--- config.mk ---
export PLATFORM = sky130hd
export DESIGN_NAME = mult_mode_manager_multi
export DESIGN_NICKNAME = d
export VERILOG_FILES = /design/src/rtl/mult_mode_manager_multi.sv
export SDC_FILE = /design/constraint.sdc
export NUM_CORES = 1
export LEC_CHECK = 0
export ABC_AREA = 1
export BUFFER_PORTS_ARGS = -buffer_cell sky130_fd_sc_hd__clkbuf_2
export CORE_MARGIN = 3
export CORE_UTILIZATION = 59
export CTS_CLUSTER_SIZE = 20
export DETAILED_ROUTE_END_ITERATION = 10
export PLACE_DENSITY = 0.83
export SLEW_MARGIN = 20
export SYNTH_ARGS = -nofsm -noshare
export SYNTH_HDL_FRONTEND = slang
export SYNTH_SLANG_ARGS = --single-unit
export TNS_END_PERCENT = 5
--- constraint.sdc ---
create_clock -name clk -period 4 [get_ports clk]
set_clock_uncertainty 0.15 [all_clocks]
set_input_delay 0.4 -clock clk [delete_from_list [all_inputs] [get_ports clk]]
set_output_delay 0.4 -clock clk [all_outputs]
set_load 0.05 [all_outputs]
--- src/rtl/mult_mode_manager_multi.sv ---
// mult_mode_manager_multi
//
// Multi-channel multiplier mode manager. Each channel XOR-inverts its
// MULTMODE field and then presents either a registered copy or the live
// (bypass) value. All per-channel configuration lives in one serial chain.
// Whenever a channel's effective mode changes, mode_change pulses for one
// cycle and mode_valid drops for SETTLE cycles so the downstream fracturable
// multiplier can drain its pipeline.
//
// Ports
//   clk           : clock, rising edge
//   rst_n         : asynchronous active-low reset
//   multmode_in   : raw mode fields, channel c at [c*MODE_W +: MODE_W]
//   rst_multmode  : per-channel synchronous mode-register reset (polarity via RSTINV)
//   ce_multmode   : per-channel mode-register clock enable
//   multmode      : effective mode fields, same packing as multmode_in
//   mode_valid    : channel mode stable and configuration complete
//   mode_change   : one-cycle registered pulse per detected mode change
//   cfg_in        : serial configuration data
//   cfg_en        : configuration shift enable
//   cfg_out       : configuration chain tail (daisy-chain output)
//   cfg_ready     : full chain has been shifted in at least once
//
// Chain layout (bit position p of the chain, position 0 nearest cfg_in):
//   channel c occupies positions c*(MODE_W+2) ...:
//     +0            MODEREG[c]
//     +1..+MODE_W   INV[c][0..MODE_W-1]
//     +MODE_W+1     RSTINV[c]
//   cfg_out is the last position, i.e. RSTINV[NUM_CH-1].

module mult_mode_manager_multi #(
    parameter int NUM_CH = 2,
    parameter int MODE_W = 4,
    parameter int SETTLE = 3
) (
    input  logic                       clk,
    input  logic                       rst_n,
    input  logic [NUM_CH*MODE_W-1:0]   multmode_in,
    input  logic [NUM_CH-1:0]          rst_multmode,
    input  logic [NUM_CH-1:0]          ce_multmode,
    output logic [NUM_CH*MODE_W-1:0]   multmode,
    output logic [NUM_CH-1:0]          mode_valid,
    output logic [NUM_CH-1:0]          mode_change,
    input  logic                       cfg_in,
    input  logic                       cfg_en,
    output logic                       cfg_out,
    output logic                       cfg_ready
);

    localparam int SEG     = MODE_W + 2;
    localparam int CFG_LEN = NUM_CH * SEG;
    localparam int CFG_CW  = $clog2(CFG_LEN + 1);
    // SETTLE may be 0; keep the counter at least one bit wide.
    localparam int CNT_W   = (SETTLE < 1) ? 1 : $clog2(SETTLE + 1);

    logic [CFG_LEN-1:0] chain;
    logic [CFG_CW-1:0]  cfg_cnt;

    // Configuration chain and saturating shift counter. Once the counter
    // saturates it stays there until rst_n, even if shifting continues.
    always_ff @(posedge clk or negedge rst_n) begin
        if (!rst_n) begin
            chain   <= '0;
            cfg_cnt <= '0;
        end else if (cfg_en) begin
            chain <= {chain[CFG_LEN-2:0], cfg_in};
            if (cfg_cnt != CFG_CW'(CFG_LEN)) begin
                cfg_cnt <= cfg_cnt + CFG_CW'(1);
            end
        end
    end

    assign cfg_out   = chain[CFG_LEN-1];
    assign cfg_ready = (cfg_cnt == CFG_CW'(CFG_LEN));

    for (genvar c = 0; c < NUM_CH; c++) begin : g_ch
        logic              cfg_modereg;
        logic [MODE_W-1:0] cfg_inv;
        logic              cfg_rstinv;
        logic [MODE_W-1:0] xin;
        logic              xrst;
        logic [MODE_W-1:0] mreg;
        logic [MODE_W-1:0] field;
        logic [MODE_W-1:0] prev;
        logic [CNT_W-1:0]  cnt;
        logic              chg;

        assign cfg_modereg = chain[c*SEG];
        assign cfg_inv     = chain[c*SEG+1 +: MODE_W];
        assign cfg_rstinv  = chain[c*SEG+MODE_W+1];

        assign xin  = multmode_in[c*MODE_W +: MODE_W] ^ cfg_inv;
        assign xrst = rst_multmode[c] ^ cfg_rstinv;

        // Mode register: synchronous reset has priority over enable.
        always_ff @(posedge clk or negedge rst_n) begin
            if (!rst_n) begin
                mreg <= '0;
            end else if (xrst) begin
                mreg <= '0;
            end else if (ce_multmode[c]) begin
                mreg <= xin;
            end
        end

        assign field = cfg_modereg ? mreg : xin;
        assign multmode[c*MODE_W +: MODE_W] = field;

        // Change detector and settle counter. A change while the count is
        // running reloads it, so the quiet window is extended rather than
        // queued behind the current one.
        always_ff @(posedge clk or negedge rst_n) begin
            if (!rst_n) begin
                prev <= '0;
                cnt  <= '0;
                chg  <= 1'b0;
            end else begin
                prev <= field;
                if (field != prev) begin
                    cnt <= CNT_W'(SETTLE);
                    chg <= 1'b1;
                end else begin
                    chg <= 1'b0;
                    if (cnt != '0) begin
                        cnt <= cnt - CNT_W'(1);
                    end
                end
            end
        end

        assign mode_change[c] = chg;
        assign mode_valid[c]  = cfg_ready & ~cfg_en & (cnt == '0);
    end

endmodule

Yosys cells after proc, flatten, opt, wreduce, memory -nomap -nowiden. Index checks and enable logic that the tools add are counted.

Eq/ne operators: 4. $mul: 0. Magnitude comparators: 0. Bitwise logic cells: 8. Div/mod/pow operators: 0. Add/sub/neg operators: 3. Mux-type cells: 12. Shifts and indexed selects: 0. Reduce and logical (&&, ||, !) cells: 9.

Operators with widths (count): $mux 4 (6); $reduce_bool 2->1 (6); $mux 2 (4); $ne 4x4->1 (2); $xor 4x4->4 (2); $add 4x1->4 const B (1); $eq 4x4->1 const B (1); $logic_not 2->1 (2); $ne 4x4->1 const B (1); $sub 2x1->2 const B (2); $and 1x1->1 (3); $mux 1 (2); $reduce_and 2->1 (1); $xor 1x1->1 (2); $not 1->1 (1).

Memory bits (writable): 0. Register bits after elaboration: 38. Bits in latches: 0. Input bits: 16. ROM bits: 0. Memories kept: 0.

Logic depth before layout (Yosys ltp). Gate-level depths: netlist of the first run.

Depth in word-level cells: 4. Depth in mapped cells: 8. Depth with buffers taken out: 8.

Worst setup path before layout of the first run. Ideal clock, no wire load.

Path kind: input port to output port. From: input port cfg_en. To: output port mode_valid[1]. Path slack: 1.600 ns. Data required time: 3.450 ns. Stages: 3. Arrival: 1.850 ns. Path through: buf_2 > buf_1 > nor3_1.

Longest elaborated chain between the ends: 3.

Ends and longest elaborated chain: from (decl) (line 45) `input logic cfg_en,`; $not 1->1 (line 132) `assign mode_valid[c] = cfg_ready & ~cfg_en & (cnt == '0);`; $and 1x1->1 (2 in series) (line 132); to (decl) (line 42) `output logic [NUM_CH-1:0] mode_valid,`.

Every way passes these cells.

Final worst setup path of the first run.
From: register cfg_cnt[0]. To: output port mode_valid[0].

Longest elaborated chain between the ends: 3.

Ends and longest elaborated chain: from (decl) (line 57) `logic [CFG_CW-1:0] cfg_cnt;`; from (signal assigned) (line 68) `cfg_cnt <= cfg_cnt + CFG_CW'(1);`; $eq 4x4->1 (line 74) `assign cfg_ready = (cfg_cnt == CFG_CW'(CFG_LEN));`; $and 1x1->1 (2 in series) (line 132).

Every way passes these cells.

==> results of run 1 <==
## metal layers
layer	vias to the layer above	wire, µm	GRT usage
li1	784	-	-
met1	674	1580	0.279
met3	8	163	0.0537
met2	30	1510	0.317
met5	-	0	0
met4	0	62	0.0818
## cell families after synthesis
family,after synthesis,synth area share
AO/OA/AOI/OAI,31,0.0858
XOR/XNOR,7,0.0334
adder cells (fa/ha/maj),4,0.0272
buffers and inverters,40,0.0864
flip-flops,38,0.517
AND/OR/NAND/NOR,110,0.250
## placed cells by master, fill, tap and decap left out
cell type | synthesis | routed
dfrtp_1 | 38 | 38
inv_1 | 33 | 33
or2_0 | 2 | 2
o21ai_0 | 20 | 20
nor2_2 | 2 | 2
nand2_1 | 71 | 71
clkbuf_4 | 0 | 5
a21oi_1 | 9 | 9
inv_2 | 2 | 2
nand3_1 | 27 | 27
xnor2_1 | 3 | 3
nor2_1 | 6 | 6
clkbuf_8 | 0 | 3
clkbuf_2 | 0 | 29
ha_1 | 4 | 4
a31oi_1 | 2 | 2
xor2_1 | 4 | 4
nor3_1 | 2 | 2
## cell type report
| type | count | area [µm²] |
|---|---|---|
| well taps | 31 | 38.8 |
| clock buffers | 8 | 78.8 |
| repair buffers | 29 | 145 |
| multi-input cells | 152 | 728 |
| inverters | 35 | 131 |
| flip-flops and latches | 38 | 951 |
| fillers | 232 | 779 |
## sequential cells by signal, summed over array words and instances (netlist names)
register and count:
chain 12, g_ch.mreg 8, g_ch.prev 8, cfg_cnt 4, g_ch.cnt 4, g_ch.chg 2
## worst paths after layout
kind                                        startpoint                         end  slack (ns)
worst min-delay path                             rst_n   g_ch[0].prev[2]$_DFF_PN0_       0.009
worst min register to register  cfg_cnt[3]$_DFFE_PN0P_      cfg_cnt[3]$_DFFE_PN0P_        0.34
max in group asynchronous                        rst_n      cfg_cnt[3]$_DFFE_PN0P_        3.13
min in group clk                                cfg_in        chain[0]$_DFFE_PN0P_        0.11
worst max-delay path            cfg_cnt[0]$_DFFE_PN0P_               mode_valid[0]        1.82
worst max register to register    chain[0]$_DFFE_PN0P_  g_ch[0].cnt[0]$_DFFE_PN0P_        2.46
## power breakdown
group / internal (W) / switching (W)
clock network: 0.000120 / 0.000121
logic: 0.000107 / 0.000243
registers: 0.000461 / 0.0000548
total: 0.000689 / 0.000419
## metrics by stage
step | total power [W] | cells
after global routing | 0.00119 | 293
after floorplan | 0.000791 | 230
after detailed placement | 0.000876 | 285
final | 0.00111 | 293
after CTS | 0.00112 | 293
after global placement | 0.000865 | 285
## worst max-delay path, cell delays in order (launching register included)
cell,delay [ns]
dfrtp_1,0.41
inv_1,0.10
ha_1,0.14
nand3_1,0.16
nor3_1,0.17
clkbuf_2,0.30
==> impl_metrics.json, run 1 <==
{
  "hold_slack_ns": 0.00943,
  "synth_async_sr_flop_share": 1.00,
  "synth_fp_nets": 250,
  "via_count": 1496,
  "die_y_um": 61.8,
  "num-nets-final": 281,
  "syn_area_mm2": 0.00184,
  "cts_tree": "yes",
  "maxCapViolCount": 0,
  "final-setup-viol-count": 0,
  "diodes": 0,
  "p_per_area_mw_per_mm2": 534,
  "grt_pass1_wl_mm": 5.67,
  "area_growth_pct": 12.8,
  "power.leakage_nw": 1.15,
  "ys.flop_type": "dfrtp_1",
  "fmax_ghz": 0.460,
  "final.setup.tns_ns": 0,
  "drive_gt1_frac": 0.156,
  "vias_per_cell": 5.11,
  "ys_warn_count": 0,
  "path_class": "register to primary output",
  "die_x_um": 61.8,
  "final_area_mm2": 0.00207,
  "dp_hpwl_mm": 2.53,
  "min_period_ns": 2.18,
  "drt_pass1_iterations": 4,
  "relSlewSlack": 0.398,
  "critical_path.max_fanout": 5,
  "die-area_mm2": 0.00382,
  "clockBufferDepth": 2,
  "yosys_register_bits": 38,
  "grt_use_total": 0.206,
  "hold_viol": 0,
  "htree_levels": 2,
  "tightestPinTransition_ns": 0.904,
  "place_ws_ns": 2.21,
  "synth_top_area_share": 0.517,
  "antenna_left": 0,
  "synth_area_leaders": "dfrtp_1, nand2_1, nand3_1",
  "synthCells": 230,
  "clk_pin_slew_ns": 0.11,
  "end_kind": "primary output",
  "grt_antenna_before_repair": 0,
  "rsz0062_at_grt": "false",
  "post_cts_resized": 0,
  "cts_root_buffer": "clkbuf_4",
  "routed_wirelength_mm": 3.32,
  "seq_area_frac_synth": 0.517,
  "yosysMostFrequentCell": "nand2_1",
  "placed_area_mm2": 0.00199,
  "avgSynthCellArea_um2": 7.99,
  "utilization": 0.727,
  "cts_hold_buf": 0,
  "post_drt_wl_per_cell_um": 11.3,
  "cp-start-kind": "register",
  "finalCritPeriodShare": 0.544,
  "io_pins": 30,
  "grt-ovfl-total": 0,
  "synth.distinct_cells": 19,
  "cts_sinks": 38,
  "initial_core_util": 0.644,
  "yosysTopAreaCell": "dfrtp_1",
  "status": "finished clean",
  "synth_edf_count": 0,
  "gp_congestion": 0.814,
  "portBuffers": 29,
  "clock_latency_ns": 0.34,
  "required_ns": 3.45,
  "grt_pass1_vias": 1366,
  "ir_drop_uv": 384,
  "slew_viol_final": 0,
  "setup_ws_ns": 1.82,
  "numCtsBuffers": 5,
  "grt_max_degree": 39,
  "rows": 19,
  "coreArea_mm2": 0.00285,
  "r2r_cells": 7,
  "crit_arrival_ns": 1.63,
  "synth_common_cells": "nand2_1, dfrtp_1, inv_1",
  "hold_path.class": "primary input to async pin",
  "drt_iter0_drc": 91,
  "post_cts_buffers": 0,
  "drcViolationCount": 0
}
(Power assumes the default switching activity.)
==> run 2: changes to the inputs <==
--- a/config.mk
+++ b/config.mk
@@ -8,10 +8,10 @@
 export ABC_AREA = 1
 export BUFFER_PORTS_ARGS = -buffer_cell sky130_fd_sc_hd__clkbuf_2
 export CORE_MARGIN = 3
-export CORE_UTILIZATION = 59
+export CORE_UTILIZATION = 50
 export CTS_CLUSTER_SIZE = 20
 export DETAILED_ROUTE_END_ITERATION = 10
-export PLACE_DENSITY = 0.83
+export PLACE_DENSITY = 0.75
 export SLEW_MARGIN = 20
 export SYNTH_ARGS = -nofsm -noshare
 export SYNTH_HDL_FRONTEND = slang
==> constraint.sdc (replaced) <==
create_clock -name clk -period 1.8 [get_ports clk]
set_clock_uncertainty 0.15 [all_clocks]
set_input_delay 0.18 -clock clk [delete_from_list [all_inputs] [get_ports clk]]
set_output_delay 0.18 -clock clk [all_outputs]
set_load 0.05 [all_outputs]
==> impl_metrics.json, run 2 (same netlist as run 1, synthesis figures left out) <==
{
  "num-nets-final": 288,
  "numCtsBuffers": 5,
  "portBuffers": 29,
  "dp.cells": 302,
  "utilization": 0.650,
  "max_stage_delay_ns": 0.41,
  "routed_wirelength_mm": 3.59,
  "drive_gt1_frac": 0.193,
  "finalCritPeriodShare": 0.972,
  "area_growth_pct": 21.7,
  "tightestPinTransition_ns": 0.479,
  "grt-ovfl-total": 0,
  "hold_slack_ns": 0.0152,
  "diodes": 0,
  "post_drt_wl_per_cell_um": 11.4,
  "rrSetupSlack_ns": 0.27,
  "grt_antenna_before_repair": 0,
  "slew_viol_final": 0,
  "top_register": "chain",
  "via_count": 1513,
  "clockBufferDepth": 2,
  "gp_congestion": 0.766,
  "vias_per_cell": 4.80,
  "die_x_um": 66.6,
  "die-area_mm2": 0.00444,
  "grt_use_total": 0.189,
  "cts_root_buffer": "clkbuf_8",
  "drt_pass1_iterations": 4,
  "relSlewSlack": 0.680,
  "coreArea_mm2": 0.00344,
  "grt_max_degree": 39,
  "maxCapViolCount": 0,
  "final-setup-viol-count": 0,
  "placed_area_mm2": 0.00203,
  "cts_tree": "yes",
  "crit_family": "flip-flops",
  "end_kind": "primary output",
  "final_cell_mix": "nand2_1, dfrtp_1, inv_1, nand3_1, clkbuf_2",
  "min_to": "g_ch[0].mreg[3]$_DFFE_PN0P_",
  "cts_sinks": 38,
  "reg.largest.list": "chain x12, g_ch.mreg x8, g_ch.prev x8",
  "cp-start-kind": "register",
  "r2r_cells": 7,
  "largest_reg_flops": 12,
  "required_ns": 1.47,
  "initial_core_util": 0.534,
  "hold_viol": 0,
  "antenna_left": 0,
  "final_common_cell": "nand2_1",
  "status": "finished clean",
  "hp-start": "ce_multmode[0]",
  "rsz0062_at_grt": "true",
  "critical_path.max_fanout": 5,
  "worst-path-buf-inv": 2,
  "power.leakage_nw": 1.19,
  "path_class": "register to primary output",
  "finalNonFillerCells": 315,
  "drt_iter0_drc": 80,
  "finalPower_w": 0.00264,
  "fillCellCount": 295,
  "hold_path.class": "primary input to register",
  "io_pins": 30,
  "clk_pin_slew_ns": 0.07,
  "htree_levels": 2,
  "crit_arrival_ns": 1.42,
  "rows": 21,
  "hold_path_depth": 2,
  "dp_hpwl_mm": 2.53,
  "drcViolationCount": 0,
  "r2r_end": "cfg_cnt[3]$_DFFE_PN0P_",
  "min_period_ns": 1.75,
  "ir_drop_uv": 672,
  "p_per_area_mw_per_mm2": 1180,
  "slowest_stage": "dfrtp_1",
  "grt_pass1_wl_mm": 6.20,
  "fmax_ghz": 0.571,
  "die_y_um": 66.6,
  "clock_latency_ns": 0.29,
  "crit_path_cell_trace": "inv_2 -> ha_4 -> nand3_4 -> nor3_4 -> buf_8",
  "final_area_mm2": 0.00224,
  "grt_pass1_vias": 1440,
  "r2r-start": "cfg_cnt[1]$_DFFE_PN0P_"
}
## run 2: cell count changes in the layout (fill, tap and decap cells not counted), moves of 3 or more
| cell | before | now |
|---|---|---|
| inv_2 | 2 | 5 |
| inv_1 | 33 | 30 |
| clkbuf_2 | 29 | 22 |
| buf_4 | 0 | 4 |
| clkbuf_8 | 3 | 7 |
| dlygate4sd3_1 | 0 | 3 |
## run 2: power breakdown
group / internal, W / switching (W)
Sequential: 0.00103 / 0.000135
Clock: 0.000309 / 0.000297
Combinational: 0.000296 / 0.000575
Total: 0.00163 / 0.00101
## run 2: area by class of cell
| cell class | instances | area, µm² | area share |
|---|---|---|---|
| sequential | 38 | 951 | 0.425 |
| multi-input combinational | 152 | 772 | 0.345 |
| timing repair buffer | 36 | 234 | 0.105 |
| inverter | 35 | 131 | 0.0587 |
| clock buffer | 7 | 86.3 | 0.0386 |
| tap | 46 | 57.6 | 0.0257 |
| clock inverter | 1 | 5.00 | 0.00224 |
## run 2: layer usage
metal	GRT usage	vias to the layer above	routed length, µm
met1	0.227	673	1630
met5	0	-	0
met2	0.303	32	1670
met3	0.0658	10	174
li1	-	798	-
met4	0.0838	0	107
## run 2: per-stage QoR
| stage | worst slack (ns) | TNS (ns) |
|---|---|---|
| 2_1_floorplan | -0.330 | -0.660 |
| 3_3_place_gp | 0.263 | 0 |
| 3_5_place_dp | 0.212 | 0 |
| 4_1_cts | 0.00428 | 0 |
| 5_1_grt | -0.0276 | -0.0396 |
| 6_report | 0.0495 | 0 |
## run 2: what timing repair did
| item | 4_1_cts | 5_1_grt |
|---|---|---|
| hold endpoints to repair | 40 | 0 |
| setup endpoints to repair | 2 | 8 |
| pin swaps | 0 | 2 |
| resized for setup | 7 | 18 |
| hold buffers | 3 | 0 |
| setup buffers | 0 | 2 |
## run 2: worst max path at each step
stage | from | to | slack, ns | cells after the start
after floorplan | cfg_cnt[0]$_DFFE_PN0P_ | mode_valid[0] | -0.33 | 4
after global placement | cfg_cnt[0]$_DFFE_PN0P_ | mode_valid[0] | 0.26 | 5
after detailed placement | cfg_cnt[0]$_DFFE_PN0P_ | mode_valid[1] | 0.21 | 5
after CTS | cfg_cnt[0]$_DFFE_PN0P_ | mode_valid[1] | 0.004 | 5
after global routing | cfg_cnt[0]$_DFFE_PN0P_ | mode_valid[1] | -0.03 | 5
final | cfg_cnt[1]$_DFFE_PN0P_ | mode_valid[1] | 0.05 | 5
## run 2: worst register-to-register path, cell delays in order (launching register included)
cell	delay (ns)
dfrtp_1	0.41
inv_2	0.09
ha_4	0.14
nand3_4	0.12
buf_4	0.16
nand2_1	0.13
nor2_1	0.07
xor2_1	0.14
==> run 3: changes to the inputs <==
--- a/config.mk
+++ b/config.mk
@@ -8,10 +8,11 @@
 export ABC_AREA = 1
 export BUFFER_PORTS_ARGS = -buffer_cell sky130_fd_sc_hd__clkbuf_2
 export CORE_MARGIN = 3
-export CORE_UTILIZATION = 50
+export CORE_UTILIZATION = 59
 export CTS_CLUSTER_SIZE = 20
 export DETAILED_ROUTE_END_ITERATION = 10
-export PLACE_DENSITY = 0.75
+export PLACE_DENSITY = 0.83
+export SETUP_SLACK_MARGIN = 0.2
 export SLEW_MARGIN = 20
 export SYNTH_ARGS = -nofsm -noshare
 export SYNTH_HDL_FRONTEND = slang
==> constraint.sdc (replaced) <==
create_clock -name clk -period 2.11 [get_ports clk]
set_clock_uncertainty 0.15 [all_clocks]
set_input_delay 0.211 -clock clk [delete_from_list [all_inputs] [get_ports clk]]
set_output_delay 0.211 -clock clk [all_outputs]
set_load 0.05 [all_outputs]
==> impl_metrics.json, run 3 (same netlist as run 1, synthesis figures left out) <==
{
  "status": "finished clean",
  "required_ns": 1.75,
  "crit_path_cell_trace": "inv_2 -> ha_4 -> nand3_4 -> nor3_4 -> buf_6",
  "via_count": 1541,
  "area_growth_pct": 19.9,
  "io_pins": 30,
  "clock_latency_ns": 0.35,
  "placed_area_mm2": 0.00200,
  "numCtsBuffers": 5,
  "drcViolationCount": 0,
  "worst-path-buf-inv": 2,
  "post_drt_wl_per_cell_um": 11.6,
  "dp_hpwl_mm": 2.46,
  "crit_arrival_ns": 1.49,
  "reg.largest.list": "chain x12, g_ch.mreg x8, g_ch.prev x8",
  "gp_congestion": 0.822,
  "hold_path.class": "primary input to register",
  "finalNonFillerCells": 300,
  "finalCritPeriodShare": 0.879,
  "diodes": 0,
  "coreArea_mm2": 0.00285,
  "grt_pass1_wl_mm": 5.69,
  "die_x_um": 61.8,
  "final-setup-viol-count": 0,
  "htree_levels": 2,
  "clockBufferDepth": 2,
  "rows": 19,
  "p_per_area_mw_per_mm2": 1020,
  "finalPower_w": 0.00224,
  "initial_core_util": 0.644,
  "grt_pass1_vias": 1406,
  "cts_sinks": 38,
  "min_period_ns": 1.86,
  "grt-ovfl-total": 0,
  "routed_wirelength_mm": 3.48,
  "die-area_mm2": 0.00382,
  "die_y_um": 61.8,
  "relSlewSlack": 0.651,
  "final_cell_mix": "nand2_1, dfrtp_1, inv_1, nand3_1, clkbuf_2",
  "rsz0062_at_grt": "true",
  "ir_drop_uv": 637,
  "num-nets-final": 289,
  "crit_family": "flip-flops",
  "largest_reg_flops": 12,
  "portBuffers": 29,
  "multi_input_area_um2": 769,
  "maxCapViolCount": 0,
  "grt_antenna_before_repair": 0,
  "drt_pass1_iterations": 4,
  "final.setup.tns_ns": 0,
  "drt_iter0_drc": 94,
  "fillCellCount": 216,
  "slew_viol_final": 0,
  "end_kind": "primary output",
  "cts_root_buffer": "clkbuf_4",
  "antenna_left": 0,
  "grt_max_degree": 39,
  "dp.cells": 286,
  "top_register": "chain",
  "drive_gt1_frac": 0.182,
  "cp-start-kind": "register",
  "power.leakage_nw": 1.19,
  "hold_slack_ns": 0.0128,
  "clk_pin_slew_ns": 0.10,
  "grt_use_total": 0.205,
  "final_common_cell": "nand2_1",
  "regArea_um2": 951,
  "max_stage_delay_ns": 0.42,
  "cts_tree": "yes",
  "path_class": "register to primary output",
  "fmax_ghz": 0.539,
  "slowest_stage": "dfrtp_1",
  "critical_path.max_fanout": 5,
  "vias_per_cell": 5.14,
  "tightestPinTransition_ns": 0.523,
  "hold_viol": 0,
  "final_area_mm2": 0.00220
}
[run 3: worst register-to-register path: cells and delay by family, from the launching register on]
family                 cells  cell delay [ns]
DFF                        1             0.47
buffers and inverters      1             0.12
and+or+nand+nor            6             0.69
[run 3: layer usage]
metal | wire [µm] | global-route usage | vias to the layer above
met5 | 0 | 0 | -
met3 | 206 | 0.0599 | 7
li1 | - | - | 800
met1 | 1590 | 0.268 | 703
met4 | 62 | 0.0848 | 0
met2 | 1620 | 0.320 | 31
[run 3: where the power goes]
part	leakage [nW]	internal [W]	switching, W	total (W)
Combinational	0.698	0.000255	0.000498	0.000754
Clock	0.0443	0.000276	0.000226	0.000502
Sequential	0.452	0.000874	0.000112	0.000987
[run 3: per-stage QoR]
stage / utilization / setup slack, ns
3_5_place_dp: 0.702 / 0.501
3_3_place_gp: 0.702 / 0.525
6_report: 0.773 / 0.255
4_1_cts: 0.754 / 0.211
2_1_floorplan: - / -0.0510
5_1_grt: 0.773 / 0.176
[run 3: worst paths after layout]
check	start	to	slack [ns]	cells after the start
max	cfg_cnt[1]$_DFFE_PN0P_	mode_valid[0]	0.25	5
min	multmode_in[1]	g_ch[0].mreg[1]$_DFFE_PN0P_	0.01	3
max reg2reg	chain[0]$_DFFE_PN0P_	g_ch[0].cnt[0]$_DFFE_PN0P_	0.55	7
min reg2reg	chain[7]$_DFFE_PN0P_	chain[8]$_DFFE_PN0P_	0.37	2
max in group asynchronous	rst_n	g_ch[1].mreg[3]$_DFFE_PN0P_	1.19	3
min in group asynchronous	rst_n	chain[4]$_DFFE_PN0P_	0.29	3
[run 3: cell type report]
| class | instances | area share |
|---|---|---|
| repair buffers | 37 | 0.106 |
| multi-input cells | 152 | 0.349 |
| clock inverters | 1 | 0.0136 |
| flip-flops and latches | 38 | 0.431 |
| clock buffers | 6 | 0.0233 |
| well taps | 31 | 0.0176 |
| inverters | 35 | 0.0596 |
[run 3: what timing repair did]
item                                   in CTS  in global routing
hold buffers                                5                  0
setup endpoints to repair                   2                  9
pin swaps                                   0                  2
endpoints found under the hold margin      46                  0
gates resized for setup                     3                 15
setup buffers                               1                  1
